## config.mk

```make
export PLATFORM = sky130hd
export DESIGN_NAME = pipe_if_stage
export DESIGN_NICKNAME = d
export VERILOG_FILES = /design/src/rtl/pipe_if_stage.sv
export SDC_FILE = /design/constraint.sdc
export NUM_CORES = 1
export LEC_CHECK = 0
export CAP_MARGIN = 25
export CORE_MARGIN = 1.5
export CORE_UTILIZATION = 28
export DETAILED_ROUTE_END_ITERATION = 12
export GPL_TIMING_DRIVEN = 0
export PLACE_DENSITY = 0.58
export REMOVE_ABC_BUFFERS = 1
export SYNTH_ARGS = -nofsm -noshare
export SYNTH_HDL_FRONTEND = slang
export SYNTH_SLANG_ARGS = --single-unit
```

## constraint.sdc

```tcl
create_clock -name clock -period 6.1 [get_ports clock]
set_clock_uncertainty 0.1 [all_clocks]
set_input_delay 0.61 -clock clock [delete_from_list [all_inputs] [get_ports clock]]
set_output_delay 0.61 -clock clock [all_outputs]
set_load 0.02 [all_outputs]
```

## src/rtl/pipe_if_stage.sv

```systemverilog
// pipe_if_stage: instruction fetch + IF/ID register, optional delay-slot squash via DELAY_SLOT_SQUASH_EN
module pipe_if_stage #(
    parameter int          ADDR_W = 8,
    parameter logic [31:0] RST_PC = 32'h00000000
) (
    input  logic              clock,
    input  logic              resetn,
    input  logic [1:0]        pcsource,
    input  logic [7:0]        bpc,
    input  logic [7:0]        jpc,
    input  logic [31:0]       jrpc,
    input  logic              wpcir,
    output logic              imem_req,
    output logic [ADDR_W-1:0] imem_addr,
    input  logic [31:0]       imem_rdata,
    input  logic              imem_ready,
    output logic [31:0]       pc,
    output logic [31:0]       dpc4,
    output logic [31:0]       inst,
    output logic              ivalid
);
    typedef enum logic {RUN, HOLD} state_t;
    state_t      r_state, w_next;
    logic [31:0] r_pc, r_dpc4, r_inst, r_hold, r_pend_pc;
    logic        r_ivalid, r_pend_v;
    logic [31:0] w_pc4, w_target, w_npc, w_word;
    logic        w_redir, w_take, w_fill, w_bubble, w_sq;
    assign w_pc4    = r_pc + 32'd4;
    assign w_redir  = r_ivalid & wpcir & (pcsource != 2'b00);
    assign w_target = pcsource == 2'b01 ? {24'h0, bpc} : pcsource == 2'b10 ? jrpc : {24'h0, jpc};
    assign w_npc    = w_redir ? w_target : (r_pend_v ? r_pend_pc : w_pc4);
    assign w_take   = wpcir & ((r_state == HOLD) | imem_ready);
    assign w_fill   = (r_state == RUN) & imem_ready & ~wpcir;
    assign w_bubble = (r_state == RUN) & ~imem_ready & wpcir;
    assign w_word   = r_state == HOLD ? r_hold : imem_rdata;
`ifdef DELAY_SLOT_SQUASH_EN
    logic r_squash;
    assign w_sq = r_squash | w_redir;
    // remember an unconsumed redirect until the next accepted word, which is annulled
    always_ff @(posedge clock or posedge resetn) begin
        if (resetn) r_squash <= 1'b0;
        else        r_squash <= w_take ? 1'b0 : w_sq;
    end
`else
    assign w_sq = 1'b0;
`endif
    // FSM state register
    always_ff @(posedge clock or posedge resetn) begin
        if (resetn) r_state <= RUN;
        else        r_state <= w_next;
    end
    // FSM next state: park a completed fetch while decode stalls
    always_comb begin
        w_next = r_state == RUN ? (w_fill ? HOLD : RUN) : (wpcir ? RUN : HOLD);
    end
    // FSM outputs: request only in RUN and never while reset is held
    always_comb begin
        imem_req = (r_state == RUN) & ~resetn;
    end
    // fetch PC, pending redirect, hold buffer and IF/ID register
    always_ff @(posedge clock or posedge resetn) begin
        if (resetn) begin
            r_pc      <= RST_PC;
            r_dpc4    <= 32'h0;
            r_inst    <= 32'h0;
            r_ivalid  <= 1'b0;
            r_hold    <= 32'h0;
            r_pend_pc <= 32'h0;
            r_pend_v  <= 1'b0;
        end else begin
            if (w_take) begin
                r_dpc4   <= w_pc4;
                r_inst   <= w_sq ? 32'h0 : w_word;
                r_ivalid <= ~w_sq;
                r_pc     <= w_npc;
                r_pend_v <= 1'b0;
            end else if (w_bubble) begin
                r_inst   <= 32'h0;
                r_ivalid <= 1'b0;
                if (w_redir) begin
                    r_pend_pc <= w_target;
                    r_pend_v  <= 1'b1;
                end
            end
            if (w_fill) r_hold <= imem_rdata;
        end
    end
    assign imem_addr = r_pc[ADDR_W-1:0];
    assign pc        = r_pc;
    assign dpc4      = r_dpc4;
    assign inst      = r_inst;
    assign ivalid    = r_ivalid;
endmodule

```

### Yosys cells after proc, flatten, opt, wreduce, memory -nomap -nowiden

Index checks and enable logic that the tools add are counted.

| operators by class | value |
|---|---|
| add/sub/neg operators | 1 |
| multiply operators | 0 |
| divide/modulo/power cells | 0 |
| order comparisons | 0 |
| equality and inequality tests | 2 |
| shift operators | 0 |
| muxes and demuxes | 15 |
| bitwise gates (word level) | 14 |
| reduce and logical (&&, ||, !) cells | 5 |

Operator list:

| kind | number |
|---|---|
| $mux 32 | 7 |
| $add 32x3->32 const B | 1 |
| $and 1x1->1 | 8 |
| $mux 1 | 8 |
| $reduce_bool 2->1 | 3 |
| $not 1->1 | 5 |
| $reduce_and 3->1 | 1 |
| $eq 2x1->1 const B | 1 |
| $eq 2x2->1 const B | 1 |
| $reduce_and 2->1 | 1 |
| $or 1x1->1 | 1 |

| word-level totals | value |
|---|---|
| register bits | 163 |
| bits in latches | 0 |
| memory bits (writable) | 0 |
| memory bits (read-only) | 0 |
| output and inout port bits | 106 |
| logic and storage cells | 45 |
| memories kept | 0 |

### Logic depth before layout (Yosys ltp)

Gate-level depths: netlist of run 1.

| logic depth | value |
|---|---|
| word-level depth | 5 |
| depth in mapped cells | 8 |
| mapped depth without buffers | 6 |

### Least setup slack after synthesis of run 1

OpenSTA, ideal clock, no wires.

| timing path | value |
|---|---|
| path type | reg2reg |
| start point | register r_pc[7] (netlist: pc[7]) |
| end point | register r_pc[30] (netlist: pc[30]) |
| library setup time | 121 ps |
| data arrival time | 2084 ps |
| data required time | 5879 ps |
| path slack | 3794 ps |
| stages on the path, launching flop included | 7 |
| period minus slack after synthesis | 2306 ps |
| cells stage by stage | dfrtp_1 nand4_2 or4_4 buf_6 nor4_4 a31oi_1 o22a_1 |

| between the ends | value |
|---|---|
| longest elaborated chain between the ends | 3 |

Ends and longest elaborated chain:

| what | RTL line | source |
|---|---|---|
| start: declaration | 24 | `logic [31:0] r_pc, r_dpc4, r_inst, r_hold, r_pend_pc;` |
| start signal: assignment | 75 | `r_pc <= w_npc;` |
| $add 32x3->32 | 28 | `assign w_pc4 = r_pc + 32'd4;` |
| $mux 32 (2 in series) | 31 | `assign w_npc = w_redir ? w_target : (r_pend_v ? r_pend_pc : w_pc4);` |

Every way passes these cells.
A chain may end at the register's enable or synchronous reset.

### Worst setup path in the final report of run 1

| timing path | value |
|---|---|
| start point | input port pcsource[0] |
| end point | register r_pc[30] (netlist: pc[30]) |

| between the ends | value |
|---|---|
| longest elaborated chain between the ends | 4 |
| elaborated cells on any way between the ends | 7 |
| classes of those cells | eq/ne: 2; mux: 3; bitwise: 1; reduce/logical: 1 |

Ends and longest elaborated chain:

| what | RTL line | source |
|---|---|---|
| start: declaration | 8 | `input logic [1:0] pcsource,` |
| $eq 2x2->1 | 30 | `assign w_target = pcsource == 2'b01 ? {24'h0, bpc} : pcsource == 2'b10 ? jrpc : {24'h0, jpc};` |
| $mux 32 (2 in series) | 30 |  |
| $mux 32 * | 31 |  |

Every way passes the cells marked *; elsewhere a longest branch is shown, timed or not.

==> results.cfg, run 1 <==
[route]
wirelength_um = 24400
drc = 0
via_per_inst = 4.86
vias = 6950
dr.first_iter.drc_count = 495
avgRoutedWirePerCell_um = 17.1
drtPass1Iterations = 5
postRouteAntennaNets = 0

[yosys]
synth-main-ff-cell = dfrtp_1
synth-async-reset-ratio_pct = 100
synth_edf_count = 0
synth_top_area_share_pct = 50.1
syn_area_um2 = 8140
synth_top_cell_by_area = dfrtp_1
synth_top_family_by_area = simple AND/OR/NAND/NOR gates
syn_area_per_cell_um2 = 9.20
synth-seq-area-share_pct = 50.1
synth_fa_ha_area_share_pct = 0.154
yosysWarnings = 0
synth-seq-cells = 163
synth_cell_types = 53
synthSimpleGateAreaFrac_pct = 18.0
synthMuxAreaShare_pct = 6.64
synth_compound_area_share_pct = 17.8
syn_inst = 885
synth_xor_xnor_area_share_pct = 2.91
synth_area_leaders = dfrtp_1 (50%), nand2_1 (6.8%), mux2_2 (5.5%)

[timing]
fin_ws_ns = 2.76
fin_crit_sh_pct = 54.8
rsz0062_at_grt = no
relSlewSlack_pct = 38.9
period_minus_slack_ns = 3.34
tns_ns = 0
tightest_slew_ns = 0.915
hold_violations = 0
holdWs_ns = 0.379
report.final.setup_viol = 0
clock.fmax_mhz = 299
finalMaxSlewViolations = 0

[placed_design]
place_ws_ns = 2.33
port_buffers = 191
gp_congestion = 0.767
placedInstanceArea_um2 = 10500
dp.final_hpwl_um = 16500

[setup_path]
critPathKind = in -> reg
end_kind = flip-flop
crit_path_max_incr_delay_ns = 0.70
cp_num_buf_inv = 3
arrival_ns = 3.55
slowest_stage = clkdlybuf4s50_1
path_max_fanout = 16
r2r_slack_ns = 3.08
start_kind = input port
path_cells = clkdlybuf4s50_1 -> buf_8 -> o211ai_1 -> buf_4 -> nand2_1 -> o21a_1 -> o22a_1
worstPathRequired_ns = 6.30
crit_family = buffers and inverters

[clock_tree]
cts_setup_buffers = 0
hold_buffers = 0
cts-htree-levels = 4
path_clk_slew_ns = 0.07
cts-resized-gates = 0
cts_buffers = 17
tritoncts = yes
clk_latency_ns = 0.42
clock-sinks = 163
cts_root_buf = clkbuf_16
cts_buffer_depth = 2

[grt]
antenna_found_initial = 0
grt_pass1_vias = 6695
grt_max_degree = 89
grt-ovfl-total = 0
track_usage_pct = 16.6
grt_first_pass_wirelength_um = 39200

[floorplanning]
die_y_um = 173
ios = 192
row_count = 62
fp.coreArea_um2 = 28600
initial_core_util_pct = 28.4
dieArea_um2 = 30100
die_w_um = 173

[layout]
layout_commonest_cell = clkdlybuf4s50_1
area_delta_synth_final_pct = 35.7
final_cell_mix = clkdlybuf4s50_1 (189), dfrtp_1 (162), nand2_1 (147)
stdcell_area_um2 = 11000
drive_above_1_share_pct = 10.3
final_core_util_pct = 38.6
fin_nets = 1119

[power_and_ir_drop]
p_leak_nw = 4.51
peakVddDrop_mv = 0.269
powerDensity_nw_per_um2 = 345

[status]
outcome = finished clean

[hold_path]
hold_path_class = reg -> reg

[run]
drv_cap = 0
## worst min-delay path, stage by stage (launching register included)
cell and delay, ns:
dfrtp_1 0.34, nand2_1 0.04, o21ai_0 0.06
## worst paths after layout
kind / start / end / depth (start not counted)
max: pcsource[0] / pc[30] / 7
min: dpc4[9] / dpc4[9] / 2
max reg2reg: r_pend_v / pc[11] / 4
min reg2reg: dpc4[9] / dpc4[9] / 2
max in group asynchronous: resetn / r_pend_pc[14] / 3
min in group asynchronous: resetn / r_hold[26] / 2
## cells in the mapped netlist (all sizes together), types with 4 or more instances
master	count
a211oi	9
a31oi	9
o211ai	5
nor2b	9
nor3	22
buf	16
nand4	7
dfrtp	163
a21oi	87
a22oi	4
and4	4
o22a	7
and3	5
o21a	10
nand2	148
xor2	9
xnor2	18
a2bb2oi	4
o21ai	80
o211a	4
nand3	20
nor4	8
a21o	8
mux2i	9
inv	6
clkbuf	61
mux2	40
nor2	85
o22ai	4
## area by class of cell
| type | instances | area [um2] |
|---|---|---|
| diodes | 1 | 2.50 |
| clock buffers | 17 | 425 |
| clock inverters | 14 | 155 |
| fillers | 2836 | 17600 |
| inverters | 6 | 30.0 |
| multi-input cells | 639 | 3730 |
| flip-flops and latches | 163 | 4080 |
| well taps | 384 | 480 |
| repair buffers | 205 | 2140 |
## power breakdown
group | internal (mW) | switching (mW) | leakage [nW]
clock | 0.607 | 0.477 | 0.274
sequential | 1.31 | 0.225 | 2.00
combinational | 0.578 | 0.616 | 2.23
## cell families after synthesis
group | count (synthesis)
flops | 163
xor+xnor | 27
mux | 49
buf+inv | 83
fa+ha+maj | 1
compound gates | 245
simple gates | 317
## state kept, by name (all words and copies together) (netlist names)
register   flops
r_pend_pc     32
dpc4          32
r_pend_v       1
ivalid         1
inst          32
pc            32
r_state        1
r_hold        32
## layer usage
| metal | part of all wire [%] | track usage, % |
|---|---|---|
| met1 | 48 | 23.5 |
| met4 | 0.88 | 3.66 |
| met5 | 0 | 0 |
| met2 | 44 | 25.2 |
| met3 | 6.5 | 4.41 |
## metrics by stage
| step | instances | power, mW |
|---|---|---|
| 6_report | 1429 | 3.81 |
| 3_3_place_gp | 1383 | 2.72 |
| 4_1_cts | 1428 | 3.85 |
| 5_1_grt | 1428 | 4.02 |
| 3_5_place_dp | 1397 | 2.75 |
| 2_1_floorplan | 808 | 2.12 |
No activity file was read; power rests on OpenSTA's default activity.
==> run 2, diff against run 1 <==
--- a/config.mk
+++ b/config.mk
@@ -10,7 +10,7 @@
 export CORE_UTILIZATION = 28
 export DETAILED_ROUTE_END_ITERATION = 12
 export GPL_TIMING_DRIVEN = 0
-export PLACE_DENSITY = 0.58
+export PLACE_DENSITY = 0.6
 export REMOVE_ABC_BUFFERS = 1
 export SYNTH_ARGS = -nofsm -noshare
 export SYNTH_HDL_FRONTEND = slang
==> constraint.sdc (replaced) <==
create_clock -name clock -period 2.8 [get_ports clock]
set_clock_uncertainty 0.1 [all_clocks]
set_input_delay 0.28 -clock clock [delete_from_list [all_inputs] [get_ports clock]]
set_output_delay 0.28 -clock clock [all_outputs]
set_load 0.02 [all_outputs]
==> run 2 against run 1 <==
Against the previous run:
- sequential share of layout area barely moved
- largest power group unchanged
- largest cell class unchanged
- non-clock buffer count did not move
- global-route usage rose by 0.077 points
- critical path type unchanged
- design area rose by 0.11%
==> results.cfg, run 2 (synthesis results as in run 1) <==
[layout]
fillers = 2798
final_cell_mix = clkdlybuf4s50_1 (189), dfrtp_1 (161), nand2_1 (146)
drive_above_1_share_pct = 10.9
fin_nets = 1120
num_antenna_cells = 0
area_delta_synth_final_pct = 35.9
stdcell_area_um2 = 11100
stdcell_count = 1429
layout_commonest_cell = clkdlybuf4s50_1

[setup_path]
slowest_stage = clkdlybuf4s50_1
worstPathRequired_ns = 3.01
crit_path_start = pcsource[0]
critPathKind = in -> reg
cp-endpoint = r_pend_pc[5]
start_kind = input port
path_depth = 6
r2r_slack_ns = 0.22
arrival_ns = 2.83
path_max_fanout = 29
crit_family = buffers and inverters
r2r_cells = 5
worstReg2RegStart = r_state
path_cells = clkdlybuf4s50_1 -> buf_8 -> o211a_1 -> nand2_2 -> buf_16 -> mux2_2
end_kind = flip-flop
crit_path_max_incr_delay_ns = 0.86
cp_num_buf_inv = 3
worst_r2r_endpoint = pc[15]

[route]
wirelength_um = 24700
drc = 0
postRouteAntennaNets = 0
dr.first_iter.drc_count = 455
drtPass1Iterations = 7
avgRoutedWirePerCell_um = 17.3
via_per_inst = 4.85
vias = 6935

[placed_design]
post-place-cells = 1396
placedInstanceArea_um2 = 10500
port_buffers = 191
gp_congestion = 0.756
dp.final_hpwl_um = 16600

[power_and_ir_drop]
peakVddDrop_mv = 0.525
p_leak_nw = 4.50
powerDensity_nw_per_um2 = 744

[clock_tree]
cts_buffers = 17
cts-htree-levels = 4
tritoncts = yes
cts_buffer_depth = 2
path_clk_slew_ns = 0.06
clk_latency_ns = 0.42
clock-sinks = 163
cts_root_buf = clkbuf_16

[timing]
period_minus_slack_ns = 2.62
rsz0062_at_grt = no
relSlewSlack_pct = 40.5
finalMaxSlewViolations = 0
hold_violations = 0
clock.fmax_mhz = 381
report.final.setup_viol = 0
tightest_slew_ns = 0.884
fin_crit_sh_pct = 93.7

[grt]
grt-ovfl-total = 0
grt_max_degree = 100
grt_pass1_vias = 6791
track_usage_pct = 16.7
grt_first_pass_wirelength_um = 39200
antenna_found_initial = 0

[floorplanning]
die_w_um = 173
initial_core_util_pct = 28.4
row_count = 62
die_y_um = 173
fp.coreArea_um2 = 28600
dieArea_um2 = 30100
ios = 192

[hold_path]
hold_path_class = in -> reg

[status]
outcome = finished clean

[run]
drv_cap = 0
run 2: layer usage:
layer | share of wire (%) | vias up | routed length, um | global-route usage (%)
met5 | 0 | - | 0 | 0
met4 | 1.3 | 0 | 311 | 4.28
met3 | 7.4 | 17 | 1830 | 4.82
met2 | 45 | 228 | 11000 | 25.5
met1 | 47 | 3305 | 11600 | 23.0
li1 | - | 3385 | - | -
run 2: metrics by stage:
| stage | power, mW | util (%) | hold slack, ns | setup WS, ns | setup TNS [ns] |
|---|---|---|---|---|---|
| floorplan | 4.63 | - | 0.246 | -2.28 | -476.02 |
| global placement | 5.92 | 35.6 | 0.356 | -6.37 | -1362.66 |
| detailed placement | 5.99 | 36.6 | 0.366 | -0.698 | -17.90 |
| CTS | 8.34 | 38.6 | 0.228 | 0.113 | 0 |
| global route | 8.70 | 38.6 | 0.282 | 0.00363 | 0 |
| finish | 8.23 | 38.6 | 0.245 | 0.175 | 0 |
run 2: worst reg2reg max path: stages (launching register included):
cell and delay (ns):
dfrtp_2 0.70, o21a_2 0.76, nand3_1 0.39, o21bai_1 0.26, a21boi_0 0.19, a211o_1 0.11
run 2: how the worst min path moves through the flow:
stage / startpoint / endpoint / cells past startpoint
6_report: wpcir / r_state / 2
5_1_grt: wpcir / r_state / 2
2_1_floorplan: wpcir / r_state / 1
3_3_place_gp: r_pend_pc[18] / r_pend_pc[18] / 2
3_5_place_dp: r_pend_pc[18] / r_pend_pc[18] / 2
4_1_cts: wpcir / r_state / 2
run 2: timing repair:
item | 4_1_cts | 5_1_grt
cloned | 1 | 0
resized for setup | 4 | 1
pin swaps | 1 | 0
buffers inserted | 1 | 0
hold buffers | 0 | 0
setup endpoints to repair | 18 | 2
run 2: power by group:
group / internal, mW / total, mW / switching, mW
Sequential: 2.85 / 3.34 / 0.491
Combinational: 1.26 / 2.60 / 1.34
Clock: 1.26 / 2.29 / 1.03
run 2: final cells by class:
| cell class | count | area, um2 | share of cell area, % |
|---|---|---|---|
| inverters | 6 | 33.8 | 0.305 |
| flip-flops and latches | 163 | 4080 | 36.9 |
| clock inverters | 13 | 126 | 1.14 |
| repair inverters | 1 | 5.00 | 0.0453 |
| repair buffers | 205 | 2150 | 19.5 |
| multi-input cells | 639 | 3740 | 33.8 |
| clock buffers | 18 | 439 | 3.97 |
| well taps | 384 | 480 | 4.34 |
